==> config.mk <==
export PLATFORM = sky130hd
export DESIGN_NAME = program_loader
export DESIGN_NICKNAME = d
export VERILOG_FILES = /design/src/rtl/program_loader.sv
export SDC_FILE = /design/constraint.sdc
export NUM_CORES = 1
export LEC_CHECK = 0
export CAP_MARGIN = 40
export CORE_AREA = 2 2 115 117
export DETAILED_ROUTE_END_ITERATION = 6
export DIE_AREA = 0 0 117 119
export SLEW_MARGIN = 20
export SYNTH_ARGS = -nofsm -noshare
export SYNTH_HDL_FRONTEND = slang
export SYNTH_SLANG_ARGS = --single-unit
==> constraint.sdc <==
create_clock -name clk -period 2.2 [get_ports clk]
set_clock_uncertainty 0.05 [all_clocks]
set_input_delay 0.22 -clock clk [delete_from_list [all_inputs] [get_ports clk]]
set_output_delay 0.22 -clock clk [all_outputs]
set_load 0.01 [all_outputs]
==> src/rtl/program_loader.sv <==
// Byte-stream program loader: parses SYNC / length / word frames from a byte
// receiver and writes sequential Program_Memory words, releasing the CPU once complete.
module program_loader #(
  parameter int          AB   = 11,
  parameter int          DB   = 16,
  parameter logic [7:0]  SYNC = 8'h55
) (
  input  logic          clk,
  input  logic          rst_n,
  input  logic [7:0]    rx_data,
  input  logic          rx_valid,
  output logic          pm_we,
  output logic [AB-1:0] pm_addr,
  output logic [DB-1:0] pm_wdata,
  output logic          cpu_run,
  output logic          load_done,
  output logic          load_error
);

  localparam int unsigned DEPTH = 32'd1 << AB;

  typedef enum logic [2:0] {
    S_IDLE,
    S_LEN_LO,
    S_LEN_HI,
    S_W_LO,
    S_W_HI,
    S_DONE,
    S_ERROR
  } state_t;

  state_t      state_q, state_d;
  logic [7:0]  len_lo_q;
  logic [15:0] len_q;
  logic [7:0]  low_q;

  logic [15:0] len_full;
  logic        len_bad;
  logic        last_word;
  logic        sync_accept;
  logic        hi_accept;

  // Length is complete only while the HI length byte is on the bus.
  assign len_full = {rx_data, len_lo_q};
  assign len_bad  = (len_full == 16'd0) || (32'(len_full) > DEPTH);

  // pm_addr already holds the index of the word being completed, because the
  // post-pulse increment always lands before the next HI byte can arrive.
  assign last_word = (32'(pm_addr) == (32'(len_q) - 32'd1));

  assign sync_accept = rx_valid && (rx_data == SYNC) &&
                       ((state_q == S_IDLE) || (state_q == S_ERROR));
  assign hi_accept   = rx_valid && (state_q == S_W_HI);

  // NOTE: every always_comb output gets a default first so no path leaves it
  // unassigned; that is what keeps synthesis from inferring a latch.
  always_comb begin
    state_d = state_q;
    if (rx_valid) begin
      unique case (state_q)
        S_IDLE:   if (rx_data == SYNC) state_d = S_LEN_LO;
        S_LEN_LO: state_d = S_LEN_HI;
        S_LEN_HI: state_d = len_bad ? S_ERROR : S_W_LO;
        S_W_LO:   state_d = S_W_HI;
        S_W_HI:   state_d = last_word ? S_DONE : S_W_LO;
        S_DONE:   state_d = S_DONE;
        S_ERROR:  if (rx_data == SYNC) state_d = S_LEN_LO;
        default:  state_d = S_IDLE;
      endcase
    end
  end

  // NOTE: sequential state uses non-blocking assignments so every register
  // samples pre-edge values, independent of statement order.
  always_ff @(posedge clk or negedge rst_n) begin
    if (!rst_n) begin
      state_q <= S_IDLE;
    end else begin
      state_q <= state_d;
    end
  end

  always_ff @(posedge clk or negedge rst_n) begin
    if (!rst_n) begin
      len_lo_q <= '0;
      len_q    <= '0;
      low_q    <= '0;
    end else if (rx_valid) begin
      if (state_q == S_LEN_LO) len_lo_q <= rx_data;
      if (state_q == S_LEN_HI) len_q    <= len_full;
      if (state_q == S_W_LO)   low_q    <= rx_data;
    end
  end

  // Write port: pulse follows the HI byte; address advances after the pulse
  // unless that pulse wrote the final word.
  always_ff @(posedge clk or negedge rst_n) begin
    if (!rst_n) begin
      pm_we    <= 1'b0;
      pm_wdata <= '0;
      pm_addr  <= '0;
    end else begin
      pm_we <= hi_accept;
      if (hi_accept) begin
        pm_wdata <= DB'({rx_data, low_q});
      end
      if (sync_accept) begin
        pm_addr <= '0;
      end else if (pm_we && (state_q != S_DONE)) begin
        pm_addr <= pm_addr + 1'b1;
      end
    end
  end

  // Status trails DONE by one edge so cpu_run rises as the last pm_we falls.
  always_ff @(posedge clk or negedge rst_n) begin
    if (!rst_n) begin
      cpu_run    <= 1'b0;
      load_done  <= 1'b0;
      load_error <= 1'b0;
    end else begin
      cpu_run    <= (state_q == S_DONE);
      load_done  <= (state_q == S_DONE);
      load_error <= (state_d == S_ERROR);
    end
  end

endmodule

==> results.tsv, run 1 <==
metric	value	unit
finalHoldViolCount	0	
final_cells	518	
fin_nets	350	
cts_setup_buffers	0	
synth_cell_types	44	
power.density	1500	nW/um^2
fmaxAchievable	481	MHz
cts_root_buf	clkbuf_16	
synth-edff-count	0	
tightest_slew	0.496	ns
drc_errors	0	
holdWs	0.381	ns
dieArea	13900	sq um
setup_violations	0	
final.period_utilization	94.5	%
cp.arrival	2.30	ns
ir_worst_vdd	0.000636	V
grtUsageMet1	15.9	%
core-area	12900	sq um
dpl.hpwl	5580	microns
rows	42	
r2r_slack	0.12	ns
clk_latency	0.34	ns
start_kind	flip-flop	
portBuffers	41	
grt_max_degree	66	
worstSetupPathType	reg2reg	
drtIter0Drc	86	
p_leak	1.75	nW
chipWidth	117	microns
slew_headroom	66.8	%
synthCells	267	
status	completed	
synth_warnings	0	
cts_num_sinks	65	
cts_tree	done	
die_y	119	microns
io-pin-count	42	
drive_above_1_share	29.2	%
grtUsageTotal	11.9	%
post-place-cells	501	
syn_area_per_cell	11.7	sq um
synthesis.area	3130	sq um
grt_overflow	0	
met2_usage	18.6	%
drtPass1Iterations	4	
htreeDepth	3	
rsz0062_at_grt	no	
endpoint	state_q[2]	
finalMaxSlewViolations	0	
crit_start	len_q[2]	
end_kind	flip-flop	
synthToLayoutAreaGrowth	36.5	%
wl_per_cell	14.8	microns
hp-class	in2async	
via_count	2293	
worstPathMaxFanout	2	
grt_pass1_wl	12600	microns
finalCriticalPeriod	2.08	ns
seq_area_frac_synth	52.0	%
n_antenna_cell	0	
drv_cap	0	
numCtsBuffers	9	
vias_per_cell	4.43	
final_antenna_net_count	0	
clkTransAtPathRegs	0.06	ns
async_flop_share	100	%
gp_congestion	0.857	
finalWirelength	7660	microns
synthesis.nets	280	
crit-reg2reg-launch	len_q[2]	
initial_core_util	24.3	%
worstPathRequired	2.42	ns
reg2regPathDepth	6	
antenna_found_initial	0	
cts_buffer_depth	2	
grtUsageMet3	3.36	%
reg2reg_to	state_q[2]	
grt_pass1_vias	2369	
busiest_layer	met2	
synthFlopType	dfrtp_1	
synth-seq-cells	65	
==> registers in the layout, summed over array words and instances (netlist names) <==
register / cells
pm_we: 1
len_q: 16
pm_wdata: 16
pm_addr: 11
load_error: 1
len_lo_q: 8
low_q: 8
load_done: 1
state_q: 3
==> metrics by stage <==
step | setup TNS (ns) | util [%] | area, sq um | total power, W | setup WS (ns)
after floorplan | 0 | - | 3130 | 0.00376 | 0.198
after global placement | 0 | 30.6 | 3940 | 0.00480 | 0.0670
after detailed placement | -0.0314 | 30.6 | 3940 | 0.00489 | -0.0314
after CTS | 0 | 33.1 | 4260 | 0.00642 | 0.0736
after global routing | 0 | 33.2 | 4270 | 0.00683 | 0.0240
final | 0 | 33.2 | 4270 | 0.00639 | 0.121
==> synth_stat cells, types with 2 or more instances <==
cell,number,area [sq um]
a31oi_1,5,31.3
nor2_2,2,12.5
or3_1,2,12.5
nor4_2,3,37.5
nor2_1,18,67.6
clkbuf_1,5,18.8
nand2b_1,2,12.5
xor2_1,12,105
o22ai_1,2,12.5
o211ai_1,2,15.0
o21ai_0,8,40.0
nand4b_1,2,17.5
a21oi_1,6,30.0
nor3_1,4,20.0
nand2_1,15,56.3
xnor2_1,12,105
mux2_1,2,22.5
nor4_1,5,31.3
ha_1,2,25.0
dfrtp_1,65,1630
or2_2,2,12.5
nand4_1,8,50.1
mux2_2,44,495
and2_1,2,12.5
nand3b_1,3,22.5
buf_2,5,25.0
inv_1,5,18.8
nand3_1,6,30.0
nor2b_1,3,18.8
==> power breakdown <==
group / total [W] / switching, W / internal [W]
Clock: 0.00151 / 0.000582 / 0.000924
Combinational: 0.00268 / 0.00119 / 0.00148
Sequential: 0.00220 / 0.000489 / 0.00172
==> what timing repair did <==
action                                  CTS  global route
resized for setup                         0             1
hold endpoints to repair                 65             0
hold buffers                              1             0
endpoints found under the setup margin    0             2
==> cells in the final DEF, fill, tap and decap left out, drive strengths merged, types with 3 or more instances in the layout <==
cell,netlist,layout
nor2b,3,3
xor2,12,12
nor4,9,9
or2,3,3
mux2,46,46
xnor2,12,12
nor2,20,20
nand3b,3,3
o21ai,8,8
a21oi,6,6
nand2,15,15
nand3,6,6
clkbuf,5,10
clkdlybuf4s50,0,40
inv,5,8
a31oi,5,5
nand4,8,8
nor3,5,5
dfrtp,65,65
buf,6,29
==> layout make-up <==
cell class	count	area [sq um]
Clock buffer	10	239
Clock inverter	6	73.8
Fill cell	1297	8600
Inverter	5	18.8
Multi-Input combinational cell	186	1440
Sequential cell	65	1630
Tap cell	176	220
Timing Repair Buffer	70	651
==> critical path: stages (launching register included) <==
cell and delay, ns:
dfrtp_1 0.37, or4_1 0.56, nor4_2 0.27, xnor2_1 0.15, nand2_1 0.10, nor4_4 0.33, a31o_1 0.19
==> metal layers <==
| layer | vias to the layer above | share of wire, % |
|---|---|---|
| li1 | 1100 | - |
| met4 | 0 | 0.85 |
| met1 | 1142 | 47 |
| met5 | - | 0 |
| met2 | 46 | 49 |
| met3 | 5 | 4.0 |
==> worst min-delay path by stage <==
stage                        endpoint  slack (ns)  cells after the start
after CTS                  pm_addr[8]        0.40                      3
after global placement      load_done        0.22                      2
after detailed placement    load_done        0.22                      2
after global routing      pm_addr[10]        0.44                      3
after floorplan           len_lo_q[0]       -0.13                      0
final                      pm_addr[8]        0.38                      3
==> cells by family (layout without fill, tap and decap cells) <==
kind of cell               after synthesis  after routing  synth area share [%]
AOI/OAI and AO/OA                       28             28                  5.56
xor gates and xnor gates                24             24                  6.72
adders and majority gates                2              2                 0.800
buffers and inverters                   16             91                  2.24
DFF                                     65             65                  52.0
muxes                                   47             47                  16.9
and+or+nand+nor                         85             85                  15.8
No activity file was read; power rests on OpenSTA's default activity.
==> run 2, diff against run 1 <==
Settings changed: PLACE_DENSITY set to 0.53.
==> run 2 against run 1 <==
  * Flip-flop and latch count unchanged
  * Cell area is 0.73% higher
  * Die area is the same
  * Register-to-register slack improved by 0.04 ns
  * Core utilization rose by 0.24 points
  * Combinational power rose by 3%
  * Critical endpoint is now state_q[1]
  * Non-clock buffer count up 2
==> results.tsv, run 2 (same netlist as run 1, synthesis figures left out) <==
metric	value	unit
pre_cts_ws	-0.0371	ns
n_antenna_cell	0	
holdWs	0.298	ns
antenna_found_initial	0	
drive_above_1_share	30.2	%
p_leak	1.77	nW
grt_pass1_wl	12500	microns
final_cell_mix	dfrtp_1, mux2_2, clkdlybuf4s50_1	
drv_cap	0	
grtUsageTotal	11.7	%
worst_slack	0.156	ns
worstPathRequired	2.35	ns
cts_root_buf	clkbuf_16	
io-pin-count	42	
cp.arrival	2.20	ns
hp-class	in2async	
status	completed	
cts_tree	done	
end_kind	flip-flop	
setup_violations	0	
grt_pass1_vias	2354	
layout_commonest_cell	dfrtp_1	
tightest_slew	0.370	ns
dieArea	13900	sq um
drtPass1Iterations	4	
gp_congestion	0.810	
drc_errors	0	
dpl.hpwl	5570	microns
cts_buffer_depth	2	
clk_latency	0.33	ns
worstSetupPathType	reg2reg	
fin_nets	352	
pwr-share-clk	21.5	%
netSwitchingPower	0.00229	W
seqPwrFrac	34.8	%
reg.largest.list	len_q: 16 flops, pm_wdata: 16 flops, pm_addr: 11 flops	
cts_setup_buffers	0	
vias_per_cell	4.38	
final_antenna_net_count	0	
wl_per_cell	14.3	microns
start_kind	flip-flop	
power.internal	0.00403	W
fmaxAchievable	489	MHz
drtIter0Drc	66	
worstPathMaxFanout	2	
ir_worst_vdd	0.000484	V
final.period_utilization	92.9	%
clkTransAtPathRegs	0.06	ns
share_comb_of_total_power	43.7	%
grt_overflow	0	
rsz0062_at_grt	no	
portBuffers	41	
htreeDepth	3	
die_y	119	microns
chipWidth	117	microns
via_count	2280	
finalCriticalPeriod	2.04	ns
core-area	12900	sq um
slew_headroom	75.4	%
grt_max_degree	53	
numCtsBuffers	9	
initial_core_util	24.3	%
finalHoldViolCount	0	
rows	42	
finalMaxSlewViolations	0	
synthToLayoutAreaGrowth	37.5	%
power.density	1470	nW/um^2
sw_frac_of_total	36.2	%
cts_num_sinks	65	
finalWirelength	7450	microns
-- run 2: area by class of cell --
cell class / count / area, sq um
clock inverter: 7 / 58.8
multi-input combinational: 186 / 1460
inverter: 5 / 18.8
clock buffer: 9 / 225
fill: 1333 / 8570
sequential: 65 / 1630
timing repair buffer: 72 / 691
tap: 176 / 220
-- run 2: per-layer routing --
| metal | part of all wire, % | up-vias | global-route usage, % |
|---|---|---|---|
| met5 | 0 | - | 0 |
| met2 | 48 | 38 | 18.2 |
| li1 | - | 1101 | - |
| met4 | 0.99 | 0 | 3.31 |
| met3 | 3.0 | 7 | 3.16 |
| met1 | 48 | 1134 | 16.0 |
-- run 2: final timing paths --
path                           from         end  slack (ns)  depth (start not counted)
max                        len_q[2]  state_q[1]        0.16                          6
min                           rst_n  pm_addr[7]        0.30                          2
max reg2reg                len_q[2]  state_q[1]        0.16                          6
min reg2reg                low_q[3]    low_q[3]        0.43                          2
max in group asynchronous     rst_n    len_q[5]        1.20                          3
min in group clk           low_q[3]    low_q[3]        0.43                          2
-- run 2: stage by stage --
step / cells / power (W) / utilization [%] / TNS [ns] / instance area (sq um)
3_5_place_dp: 503 / 0.00491 / 30.9 / -0.0371 / 3980
5_1_grt: 520 / 0.00677 / 33.4 / 0 / 4300
4_1_cts: 520 / 0.00631 / 33.2 / 0 / 4270
2_1_floorplan: 267 / 0.00376 / - / 0 / 3130
6_report: 520 / 0.00631 / 33.4 / 0 / 4300
3_3_place_gp: 503 / 0.00486 / 30.9 / 0 / 3980
-- run 2: power groups by stage --
stage	registers (W)	clock network [W]	logic, W
2_1_floorplan	0.00224	0	0.00152
5_1_grt	0.00228	0.00145	0.00304
4_1_cts	0.00220	0.00140	0.00271
3_3_place_gp	0.00220	0	0.00266
6_report	0.00220	0.00136	0.00276
3_5_place_dp	0.00222	0	0.00270
-- run 2: repair_timing --
| item | 4_1_cts | 5_1_grt |
|---|---|---|
| endpoints found under the setup margin | 0 | 2 |
| hold endpoints to repair | 13 | 0 |
| gates resized for setup | 0 | 4 |
| hold buffers | 1 | 0 |
-- run 2: critical path: stages, from the launching register on --
cell	delay (ns)
dfrtp_1	0.37
or4_1	0.57
nor4_2	0.26
xnor2_1	0.15
nand2_1	0.10
nor4_4	0.30
a31oi_1	0.12
==> run 3, diff against run 2 <==
Settings changed: CORE_AREA 2 2 115 117 to 2 2 79 81, DIE_AREA 0 0 117 119 to 0 0 81 83, PLACE_DENSITY 0.53 to 0.87.
Clock period 2.2 ns to 2.5 ns, I/O delays scaled along.
==> run 3 against run 2 <==
  * Clock power down 31%
  * Die area down 52%
  * Sequential power down 6%
  * First-iteration DRC count rose to 2.7 times the previous value
  * Critical path type unchanged
  * Critical endpoint unchanged
  * Largest power group unchanged
==> results.tsv, run 3 (same netlist as run 1, synthesis figures left out) <==
metric	value	unit
worstPathRequired	2.66	ns
clk_latency	0.34	ns
portBuffers	41	
finalCriticalPeriod	2.26	ns
critPathMaxStageDelay	0.58	ns
gp_congestion	0.859	
drtIter0Drc	178	
critPathBufInv	0	
grt_overflow	0	
status	completed	
via_count	2285	
initial_core_util	53.8	%
drive_above_1_share	24.6	%
vias_per_cell	5.77	
grtUsageTotal	22.0	%
start_kind	flip-flop	
drc_errors	0	
crit_top_cell	nor4_2	
tightest_slew	0.469	ns
rows	28	
final.setup.tns	0	ns
hp-class	in2async	
slew_headroom	68.7	%
numCtsBuffers	9	
cp_slowest_cell	or4_1	
cp.arrival	2.42	ns
dpl.hpwl	4800	microns
io-pin-count	42	
dieArea	6720	sq um
crit_family	simple AND/OR/NAND/NOR gates	
setup_violations	0	
worstPathMaxFanout	7	
grt_pass1_vias	2283	
total_power	0.00507	W
layout_commonest_cell	dfrtp_1	
core-area	5820	sq um
fin_area	3870	sq um
cts_tree	done	
final_antenna_net_count	0	
final.period_utilization	90.3	%
final_cell_mix	dfrtp_1, mux2_2, clkdlybuf4s50_1	
wl_per_cell	17.1	microns
antenna_found_initial	0	
cts_buffer_depth	2	
rsz0062_at_grt	no	
cts_root_buf	clkbuf_8	
cts_num_sinks	65	
n_antenna_cell	0	
grt_pass1_wl	11100	microns
die_y	83	microns
finalWirelength	6790	microns
ir_worst_vdd	0.000659	V
placed_cell_area	3640	sq um
clkTransAtPathRegs	0.08	ns
worstSetupPathType	reg2reg	
cts_setup_buffers	0	
finalHoldViolCount	0	
reg.largest.list	len_q: 16 flops, pm_wdata: 16 flops, pm_addr: 11 flops	
fmaxAchievable	443	MHz
p_leak	1.60	nW
chipWidth	81	microns
finalMaxSlewViolations	0	
grt_max_degree	66	
drtPass1Iterations	4	
synthToLayoutAreaGrowth	23.6	%
cp_cell_sequence	or4_1, nor4_2, xnor2_1, nand2_1, nor4_2, a31oi_1	
drv_cap	0	
end_kind	flip-flop	
power.density	1310	nW/um^2
fin_nets	329	
htreeDepth	3	
-- run 3: cell types whose count changed in the layout (fill, tap and decap cells not counted), sizes merged --
cell	before	now
buf	31	8
inv	9	6
clkbuf	9	11
bufinv	0	1
clkinv	2	1
clkinvlp	1	2
-- run 3: through the flow --
| stage | setup WS (ns) | instances | hold slack (ns) | utilization (%) |
|---|---|---|---|---|
| after floorplan | 0.498 | 267 | -0.0956 | - |
| after global placement | 0.310 | 379 | 0.234 | 62.6 |
| after detailed placement | 0.235 | 379 | 0.238 | 62.6 |
| after CTS | 0.241 | 396 | 0.404 | 66.5 |
| after global routing | 0.162 | 396 | 0.463 | 66.5 |
| final | 0.243 | 396 | 0.440 | 66.5 |
-- run 3: worst min-delay path: stages --
cell	delay [ns]
dlygate4sd3_1	0.53
buf_2	0.14
buf_12	0.31
-- run 3: final cells by class --
class,count,area [sq um]
multi-input combinational,186,1430
fill,452,1950
sequential,65,1630
clock inverter,5,62.6
clock buffer,11,151
tap,75,93.8
inverter,5,18.8
timing repair buffer,49,480
-- run 3: layer usage --
layer	vias to the layer above	share of wire (%)	global-route usage, %	wire length, microns
met2	70	51	34.1	3440
li1	1056	-	-	-
met5	-	0	0	0
met3	18	4.6	5.11	314
met1	1141	42	28.3	2860
met4	0	2.5	11.4	172
-- run 3: path summary, 6_finish.rpt --
kind / depth (start not counted) / slack, ns / startpoint / to
max in group asynchronous: 3 / 1.69 / rst_n / len_q[1]
worst min-delay path: 3 / 0.44 / rst_n / pm_wdata[7]
worst min register to register: 1 / 0.44 / low_q[7] / pm_wdata[7]
min in group clk: 1 / 0.44 / low_q[7] / pm_wdata[7]
worst max register to register: 6 / 0.24 / len_q[2] / state_q[1]
worst max-delay path: 6 / 0.24 / len_q[2] / state_q[1]
-- run 3: timing repair --
action | 4_1_cts | 5_1_grt
resized for setup | 0 | 0
endpoints found under the hold margin | 65 | 0
hold buffers | 1 | 0
-- run 3: report_power, final --
group	total, W	switching, W	internal (W)
sequential	0.00206	0.000553	0.00151
clock	0.000937	0.000417	0.000520
combinational	0.00208	0.000896	0.00118
total	0.00507	0.00187	0.00321
